**config.mk**
```make
export PLATFORM = sky130hd
export DESIGN_NAME = tug_referee
export DESIGN_NICKNAME = d
export VERILOG_FILES = /design/src/rtl/tug_referee.sv
export SDC_FILE = /design/constraint.sdc
export NUM_CORES = 1
export LEC_CHECK = 0
export BUFFER_PORTS_ARGS = -buffer_cell sky130_fd_sc_hd__buf_4
export CORE_MARGIN = 1.5
export CORE_UTILIZATION = 25
export CTS_CLUSTER_SIZE = 16
export DETAILED_ROUTE_END_ITERATION = 12
export PLACE_DENSITY_LB_ADDON = 0.15
export SLEW_MARGIN = 20
export SYNTH_ARGS = -nofsm -noshare
export SYNTH_HDL_FRONTEND = slang
export SYNTH_SLANG_ARGS = --single-unit
```
**constraint.sdc**
```tcl
create_clock -name clk -period 1.55 [get_ports clk]
set_input_delay 0.155 -clock clk [delete_from_list [all_inputs] [get_ports clk]]
set_output_delay 0.155 -clock clk [all_outputs]
set_load 0.02 [all_outputs]
```
**src/rtl/tug_referee.sv**
```systemverilog
// Tug-of-war referee: detects round wins at the playfield ends, keeps saturating
// scores, holds each round result for HOLD_CYCLES and ends the game at MAX_SCORE.
module tug_referee #(
  parameter int HOLD_CYCLES = 4,
  parameter int MAX_SCORE   = 7
) (
  input  logic       clk,
  input  logic       Reset,
  input  logic       L,
  input  logic       R,
  input  logic       leftEnd,
  input  logic       rightEnd,
  output logic       restart,
  output logic [1:0] winner,
  output logic [2:0] scoreL,
  output logic [2:0] scoreR,
  output logic [6:0] hexL,
  output logic [6:0] hexR
);

  typedef enum logic [1:0] {PLAY, LWIN, RWIN, OVER} state_t;

  localparam logic [3:0] HOLD_LAST = 4'(HOLD_CYCLES - 1);
  localparam logic [2:0] MAX_VAL   = 3'(MAX_SCORE);

  state_t     state, state_n;
  logic [3:0] cnt, cnt_n;
  logic [1:0] winner_n;
  logic [2:0] score_l_n, score_r_n;
  logic       restart_n;
  logic       left_win, right_win;

  assign left_win  = leftEnd && !rightEnd && L && !R;
  assign right_win = rightEnd && !leftEnd && R && !L;

  function automatic logic [6:0] seg(input logic [2:0] v);
    case (v)
      3'd0:    seg = 7'b1000000;
      3'd1:    seg = 7'b1111001;
      3'd2:    seg = 7'b0100100;
      3'd3:    seg = 7'b0110000;
      3'd4:    seg = 7'b0011001;
      3'd5:    seg = 7'b0010010;
      3'd6:    seg = 7'b0000010;
      default: seg = 7'b1111000;
    endcase
  endfunction

  assign hexL = seg(scoreL);
  assign hexR = seg(scoreR);

  always_ff @(posedge clk or posedge Reset) begin
    if (Reset) begin
      state   <= PLAY;
      cnt     <= 4'd0;
      winner  <= 2'b00;
      scoreL  <= 3'd0;
      scoreR  <= 3'd0;
      restart <= 1'b0;
    end else begin
      state   <= state_n;
      cnt     <= cnt_n;
      winner  <= winner_n;
      scoreL  <= score_l_n;
      scoreR  <= score_r_n;
      restart <= restart_n;
    end
  end

  // The winner's score decides between another round and game over.
  always_comb begin
    state_n   = state;
    cnt_n     = cnt;
    winner_n  = winner;
    score_l_n = scoreL;
    score_r_n = scoreR;
    restart_n = 1'b0;
    case (state)
      PLAY: begin
        winner_n = 2'b00;
        if (left_win) begin
          state_n   = LWIN;
          winner_n  = 2'b01;
          cnt_n     = 4'd0;
          score_l_n = (scoreL < MAX_VAL) ? scoreL + 3'd1 : scoreL;
        end else if (right_win) begin
          state_n   = RWIN;
          winner_n  = 2'b10;
          cnt_n     = 4'd0;
          score_r_n = (scoreR < MAX_VAL) ? scoreR + 3'd1 : scoreR;
        end
      end
      LWIN, RWIN: begin
        if (cnt == HOLD_LAST) begin
          cnt_n = 4'd0;
          if (((state == LWIN) ? scoreL : scoreR) == MAX_VAL) begin
            state_n = OVER;
          end else begin
            state_n   = PLAY;
            winner_n  = 2'b00;
            restart_n = 1'b1;
          end
        end else begin
          cnt_n = cnt + 4'd1;
        end
      end
      default: state_n = OVER;
    endcase
  end

endmodule

```
==> results.md, run 1 <==
* Port Buffers at 28
* GP Congestion at approximately 0.76
* CP Class: flop to primary output
* Die ar. at 4880 um^2
* Setup ws final at -0.345 ns
* Fill cells at roughly 430
* Post-route clock skew at around 0.0025 ns
* Yosys reg bits at 15
* Worst-path fanout max at 3
* Effective utilization at floorplan at between 20% and 30%
* # DRC at 0
* Die width at between 60 and 70 um
* # diodes at 0
* Average wire per standard cell at between 10 and 15 um
* Register area share after synthesis at about a third
* P_leak at slightly above 0.9 nW
* Grt total ovfl at 0
* Yosys cell types at 37
* Final Cycle Share at 122%
* Area leader, netlist: dfrtp_1
* Clk buf depth at 2
* Via count at 1146
* Area taken by multi-input logic gates at approximately 900 um^2
* Avg Inst Size Synth at roughly 9.2 um^2
* CTS buffer count at 3
* CORE AREA at between 4000 and 5000 um^2
* First-pass GRT wire length at roughly 5000 um
* Placed Area at 1590 um^2
* Dominant cells by area after synthesis: dfrtp_1 34%, ha_1 16%, nor2_1 3.7%
* Syn_nets at 142
* Layout area overhead at 78.0%
* Initial antenna violation count at 0
* H-tree levels at 1
* Setup crit start kind: flop
* FMAX at about 530 MHz
* Max Cap Viol at 0
* Post-route ant nets at 0
* Hold Violations, Final at 0
* CTS tree: done
* Outcome: finished with violations
* Slew Viols, Final at 0
* Sequential cell area at between 300 and 400 um^2
* Failing checks: setup timing
* CTS root buffer: clkbuf_8
* RSZ-0062 raised after global routing: yes
* Final net count at 205
* Final min period at about 1.9 ns
* Final instance area at 1990 um^2
* Worst Tran Pin Value at approximately 0.59 ns
* Clk_lat worst skew at ~0.25 ns
* Syn Std Cell Area at ~1100 um^2
* Fin Hold WS at about 0.29 ns
* P per Cell Area at 1670 nW/um^2
* Share of cells above drive strength 1 at slightly above 60%
* Synth warn at 0
* Final wirelength at 3080 um
* Yosys top cell area share at approximately 34%
* GR Util All Layers at approximately 12%
* Mapped Cells at 122
* Clk sinks at 15
* Hold crit path type: input port to flop
* DR iter-0 viols at 29
* Row cnt at 24
* Max VDD drop at a little under 0.7 mV
* Clock Pin Slew Worst Setup and Hold Paths at ~0.06 ns
* Height of the die at about 70 um
* Final setup fails at 10
* Worst slew margin at 60.8%
* CP Data Arrival Time at 1.74 ns
* CP endpoint kind: primary output
* Largest net degree at the start of global routing at 16
* I/O pin count at 29
* Vias per cell at slightly below 5
* 1st-pass router iterations at 4
* CP required at roughly 1.4 ns
* Vias in the first global route at around 1200
* Final HPWL DP at between 2000 and 2500 um
## area by class of cell
| cell class | instances | share of cell area, % |
|---|---|---|
| timing repair buffer | 62 | 26.9 |
| clock buffer | 4 | 2.26 |
| tap | 52 | 3.27 |
| sequential | 15 | 19.2 |
| multi-input combinational | 94 | 46.3 |
| inverter | 9 | 2.07 |
## per-stage QoR
stage               setup slack (ns)  utilization, %  cells  setup TNS [ns]  total power, W
finish                        -0.345            46.0    236           -2.18         0.00332
global route                  -0.413            46.0    236           -2.76         0.00360
CTS                           -0.344            42.3    231           -2.37         0.00315
detailed placement           -0.0681            36.8    219          -0.164         0.00259
global placement             -0.0139            36.8    219         -0.0263         0.00254
floorplan                     -0.143               -    122          -0.362         0.00186
## sequential cells by signal, indices dropped and copies added (netlist names)
signal,flops
restart,1
scoreR,3
scoreL,3
cnt,4
winner,2
state,2
## critical path: stages, from the launching register on
cell and delay, ns:
dfrtp_2 0.45, ha_4 0.18, or3_4 0.41, nor2_2 0.09, nor3_1 0.05, a31oi_2 0.14
buf_4 0.16
## layout by cell type (no fill, tap or decap), types with 3 or more instances in the layout
master,n
nand2_1,7
inv_4,3
nor2_4,4
o21ai_1,3
dfrtp_1,10
nor2_1,5
o22ai_1,3
nand3_1,5
a21oi_1,5
nor2b_4,3
dfrtp_2,5
buf_4,43
inv_1,5
clkbuf_8,3
ha_4,6
ha_2,3
ha_1,5
buf_6,18
## synthesized netlist by cell type (all sizes together)
cell type / number
nand2b: 3
a31oi: 3
and3b: 1
buf: 2
or3: 2
nor2b: 4
o21a: 2
nand3: 7
dfrtp: 15
o21ai: 4
nor3: 4
and4b: 1
and3: 2
a21oi: 6
a22o: 1
a21bo: 1
ha: 14
o22ai: 4
nor3b: 2
clkbuf: 2
and4bb: 2
o21bai: 2
nand4bb: 2
a41oi: 2
inv: 9
a32o: 1
mux2: 3
nor2: 11
mux2i: 1
nand2: 7
a221o: 2
## final timing paths
check / from / to / slack, ns / cells past startpoint
worst max-delay path: scoreL[0]$_DFFE_PP0P_ / hexL[4] / -0.35 / 6
worst min-delay path: leftEnd / winner[1]$_DFFE_PP0P_ / 0.29 / 3
worst max register to register: state[1]$_DFFE_PP0P_ / cnt[2]$_DFFE_PP0P_ / 0.07 / 4
worst min register to register: cnt[1]$_DFFE_PP0P_ / cnt[1]$_DFFE_PP0P_ / 0.52 / 1
max in group asynchronous: Reset / scoreR[1]$_DFFE_PP0P_ / 0.61 / 3
min in group asynchronous: Reset / cnt[2]$_DFFE_PP0P_ / 0.52 / 3
## logic make-up (layout without fill, tap and decap cells)
family                   Yosys count  after routing  share of synthesized area (%)
AO/OA/AOI/OAI                     28             28                           17.3
adder cells (fa/ha/maj)           14             14                           15.7
buffers and inverters             13             75                           4.70
flip-flops                        15             15                           33.6
multiplexers                       4              4                           3.91
AND/OR/NAND/NOR                   48             48                           24.8
## repair_timing
action                                  4_1_cts  5_1_grt
buffers inserted                              8        8
endpoints found under the setup margin       12       19
gates resized for setup                      28       35
pin swaps                                     5        7
hold buffers                                  1        0
hold endpoints to repair                      8        0
## power breakdown
group          internal [W]  total (W)  switching, W  leakage [nW]
combinational       0.00117    0.00235       0.00118         0.711
clock              0.000182   0.000325      0.000142        0.0228
sequential         0.000522   0.000652      0.000129         0.177
total               0.00187    0.00332       0.00145         0.911
## metal layers
layer | GRT usage (%) | wire length [um]
met4 | 5.13 | 55
met2 | 24.0 | 1750
met5 | 0 | 0
met1 | 13.5 | 1200
met3 | 1.73 | 75
Power figures use the tool's default switching activity.
==> inputs of run 2 (changes only) <==
--- a/config.mk
+++ b/config.mk
@@ -5,13 +5,14 @@
 export SDC_FILE = /design/constraint.sdc
 export NUM_CORES = 1
 export LEC_CHECK = 0
+export ABC_AREA = 1
 export BUFFER_PORTS_ARGS = -buffer_cell sky130_fd_sc_hd__buf_4
 export CORE_MARGIN = 1.5
 export CORE_UTILIZATION = 25
 export CTS_CLUSTER_SIZE = 16
 export DETAILED_ROUTE_END_ITERATION = 12
 export PLACE_DENSITY_LB_ADDON = 0.15
-export SLEW_MARGIN = 20
 export SYNTH_ARGS = -nofsm -noshare
 export SYNTH_HDL_FRONTEND = slang
 export SYNTH_SLANG_ARGS = --single-unit
+export TNS_END_PERCENT = 10
==> run 2 against run 1 <==
Net effect:
- the run still ends with setup timing left
- routed wire length shrank 13%
- largest cell class unchanged
- via count grew 1.2%
- clock skew hardly changed
- largest power group unchanged
- die area up 2.2%
- sequential share of layout area up 3.0 points
- core utilization is 6.7 points lower
==> results.md, run 2 <==
* CP required at 1.39 ns (about the same)
* FMAX at 631 MHz (+20%)
* DR iter-0 viols at 46 (+59%)
* CTS root buffer: clkbuf_8
* CTS tree: done
* Largest net degree at the start of global routing at 16 (unchanged)
* Final wirelength at 2670 um (-13%)
* Placed cells at 238 (+8.7%)
* Port Buffers at 28 (unchanged)
* Worst slew margin at 61.3% (+0.49 points)
* Setup crit start kind: flop
* Dominant cells by area after synthesis: dfrtp_1 33%, ha_1 15%, nand2_1 15%
* Yosys reg bits at 15 (unchanged)
* CP Data Arrival Time at 1.43 ns (-0.31 ns)
* # diodes at 0 (unchanged)
* CP bufs+invs at 1 (unchanged)
* Regs by FF count: cnt x4, scoreL x3, scoreR x3
* Final net count at 225 (+9.8%)
* H-tree levels at 1 (unchanged)
* First-pass GRT wire length at 4610 um (-8.7%)
* Yosys cell types at 20 (-46%)
* Worst R2R Setup Slack at 0.16 ns (+0.09 ns)
* Post-Layout Cell Count at 256 (+8.5%)
* Worst-path fanout max at 5 (+2)
* Area leader, netlist: dfrtp_1
* Top cell by count, worst path: ha_4
* Grt total ovfl at 0 (unchanged)
* RSZ-0062 raised after global routing: yes
* Via count at 1160 (+1.2%)
* P_leak at 0.877 nW (-3.7%)
* Register area share after synthesis at 32.8% (-0.77 points)
* Worst Tran Pin Value at 0.580 ns (-0.00729 ns)
* Clk_lat worst skew at 0.25 ns (about the same)
* GP Congestion at 0.807 (+5.7%)
* Hold path cells at 4 (+1)
* Yosys top cell area share at 32.8% (-0.77 points)
* P per Cell Area at 2520 nW/um^2 (+51%)
* Vias per cell at 4.53 (-6.7%)
* Syn_nets at 179 (+26%)
* CTS buffer count at 3 (unchanged)
* Pwr Total at 0.00434 W (+31%)
* Syn Std Cell Area at 1140 um^2 (+2.3%)
* CP Class: flop to primary output
* GR Util All Layers at 11.1% (-1.4 points)
* Slew Viols, Final at 0 (unchanged)
* Top delay family on crit path: flip-flops
* Fill cells at 454 (+5.3%)
* Synth warn at 0 (unchanged)
* Outcome: finished with violations
* Reg2reg end: scoreR[0]$_DFFE_PP0P_
* Async S/R FF share, synth at 100% (unchanged)
* Placed Area at 1420 um^2 (-11%)
* Clk sinks at 15 (unchanged)
* Clk buf depth at 2 (unchanged)
* Setup ws final at -0.0353 ns (+0.310 ns)
* # DRC at 0 (unchanged)
* 1st-pass router iterations at 4 (unchanged)
* Most common cell after layout, fill and taps aside: nand2_1
* CORE AREA at 4380 um^2 (+1.4%)
* Initial antenna violation count at 0 (unchanged)
* Failing checks: setup timing
* Effective utilization at floorplan at 26.1% (+0.24 points)
* Mapped Cells at 159 (+30%)
* Synth cell count leaders: 46 x nand2_1, 17 x inv_1, 15 x dfrtp_1, 15 x nand3_1
* Sequential cell area at 383 um^2 (+0.33%)
* Final Cycle Share at 102% (-20 points)
* Hold Path Sink: winner[1]$_DFFE_PP0P_
* Area taken by multi-input logic gates at 793 um^2 (-14%)
* Final setup fails at 4 (-6)
* Setup WS pre-CTS at 0.0487 ns (+0.117 ns)
* CP endpoint kind: primary output
* Final HPWL DP at 1950 um (-11%)
* Die ar. at 4990 um^2 (+2.2%)
* Number of synthesized flops with an enable pin at 0 (unchanged)
* Post-route clock skew at 0.00298 ns (+0.000463 ns)
* CP max stage delay at 0.48 ns (+0.03 ns)
* Hold Violations, Final at 0 (unchanged)
* Average wire per standard cell at 10.4 um (-20%)
* Vias in the first global route at 1078 (-7.4%)
* Worst path slowest cell: dfrtp_2
* Synth Flop Type: dfrtp_1
* Avg Inst Size Synth at 7.20 um^2 (-21%)
* Reg with most FFs: cnt
* Final instance area at 1720 um^2 (-13%)
* I/O pin count at 29 (unchanged)
* Most frequent cells in the layout: 44 x nand2_1, 39 x buf_4, 15 x nand3_1, 12 x inv_1, 10 x inv_2
* Max Cap Viol at 0 (unchanged)
* Clock Pin Slew Worst Setup and Hold Paths at 0.06 ns (about the same)
* Row cnt at 24 (unchanged)
* Height of the die at 70.7 um (+1.1%)
* Cell with the most instances after synthesis: nand2_1
* Hold path startpoint: L
* Post-route ant nets at 0 (unchanged)
* Crit path cell chain: ha_4 -> ha_4 -> nor2_2 -> nand3_1 -> buf_6
* Layout area overhead at 50.6%
* Worst Reg2Reg Path Length in Cells at 4 (unchanged)
* Max VDD drop at 0.815 mV (+18%)
* Fin util at 39.3% (-6.7 points)
* Flip-flop count of the largest register after layout at 4 (unchanged)
* Share of cells above drive strength 1 at 45.6% (-15 points)
* Die width at 70.7 um (+1.1%)
* Hold crit path type: input port to flop
* Final min period at 1.59 ns (-0.310 ns)
* Worst r2r src: state[0]$_DFFE_PP0P_
-- run 2: worst max-delay path by stage --
stage	from	to	slack, ns	cells after the start
after global placement	scoreL[1]$_DFFE_PP0P_	hexL[4]	0.12	6
after detailed placement	scoreL[1]$_DFFE_PP0P_	hexL[4]	0.05	6
after global routing	scoreL[1]$_DFFE_PP0P_	hexL[5]	-0.1	7
after floorplan	scoreL[0]$_DFFE_PP0P_	hexL[6]	0.04	5
final	scoreR[1]$_DFFE_PP0P_	hexR[5]	-0.04	5
after CTS	scoreR[1]$_DFFE_PP0P_	hexR[4]	-0.01	6
-- run 2: repair_timing --
| item | 4_1_cts | 5_1_grt |
|---|---|---|
| endpoints found under the hold margin | 15 | 0 |
| setup buffers | 10 | 3 |
| hold buffers | 1 | 0 |
| gates resized for setup | 37 | 7 |
| pin swaps | 8 | 7 |
| gates cloned | 0 | 0 |
| setup endpoints to repair | 9 | 10 |
-- run 2: through the flow --
stage / hold WS (ns) / TNS, ns
2_1_floorplan: 0.0565 / 0
3_3_place_gp: 0.268 / 0
3_5_place_dp: 0.264 / 0
4_1_cts: 0.219 / -0.0306
5_1_grt: 0.253 / -0.663
6_report: 0.217 / -0.0998
-- run 2: layout make-up --
type	count	area share [%]
Inverter	25	5.88
Tap cell	52	3.77
Timing Repair Buffer	43	19.5
Sequential cell	15	22.2
Multi-Input combinational cell	117	46.0
Clock buffer	4	2.61
-- run 2: kinds of logic after synthesis --
group,Yosys count,synth area share (%)
AOI/OAI and AO/OA,13,6.12
xor gates and xnor gates,1,0.765
adders and majority gates,14,15.3
buffers and inverters,27,9.51
DFF,15,32.8
and+or+nand+nor,89,35.5
-- run 2: metal layers --
metal | global-route usage (%) | share of wire (%) | vias to the layer above | wire length, um
met2 | 18.6 | 51 | 19 | 1350
met1 | 14.3 | 45 | 549 | 1210
li1 | - | - | 588 | -
met4 | 4.82 | 1.1 | 0 | 30
met5 | 0 | 0 | - | 0
met3 | 1.71 | 2.9 | 4 | 77
-- run 2: power breakdown --
part           internal, W  switching (W)
clock             0.000182       0.000137
combinational      0.00146        0.00171
sequential        0.000564       0.000280
-- run 2: worst min-delay path, delay by kind of cell --
family        cells  cell delay [ns]
simple gates      3             0.18
buf+inv           1             0.09
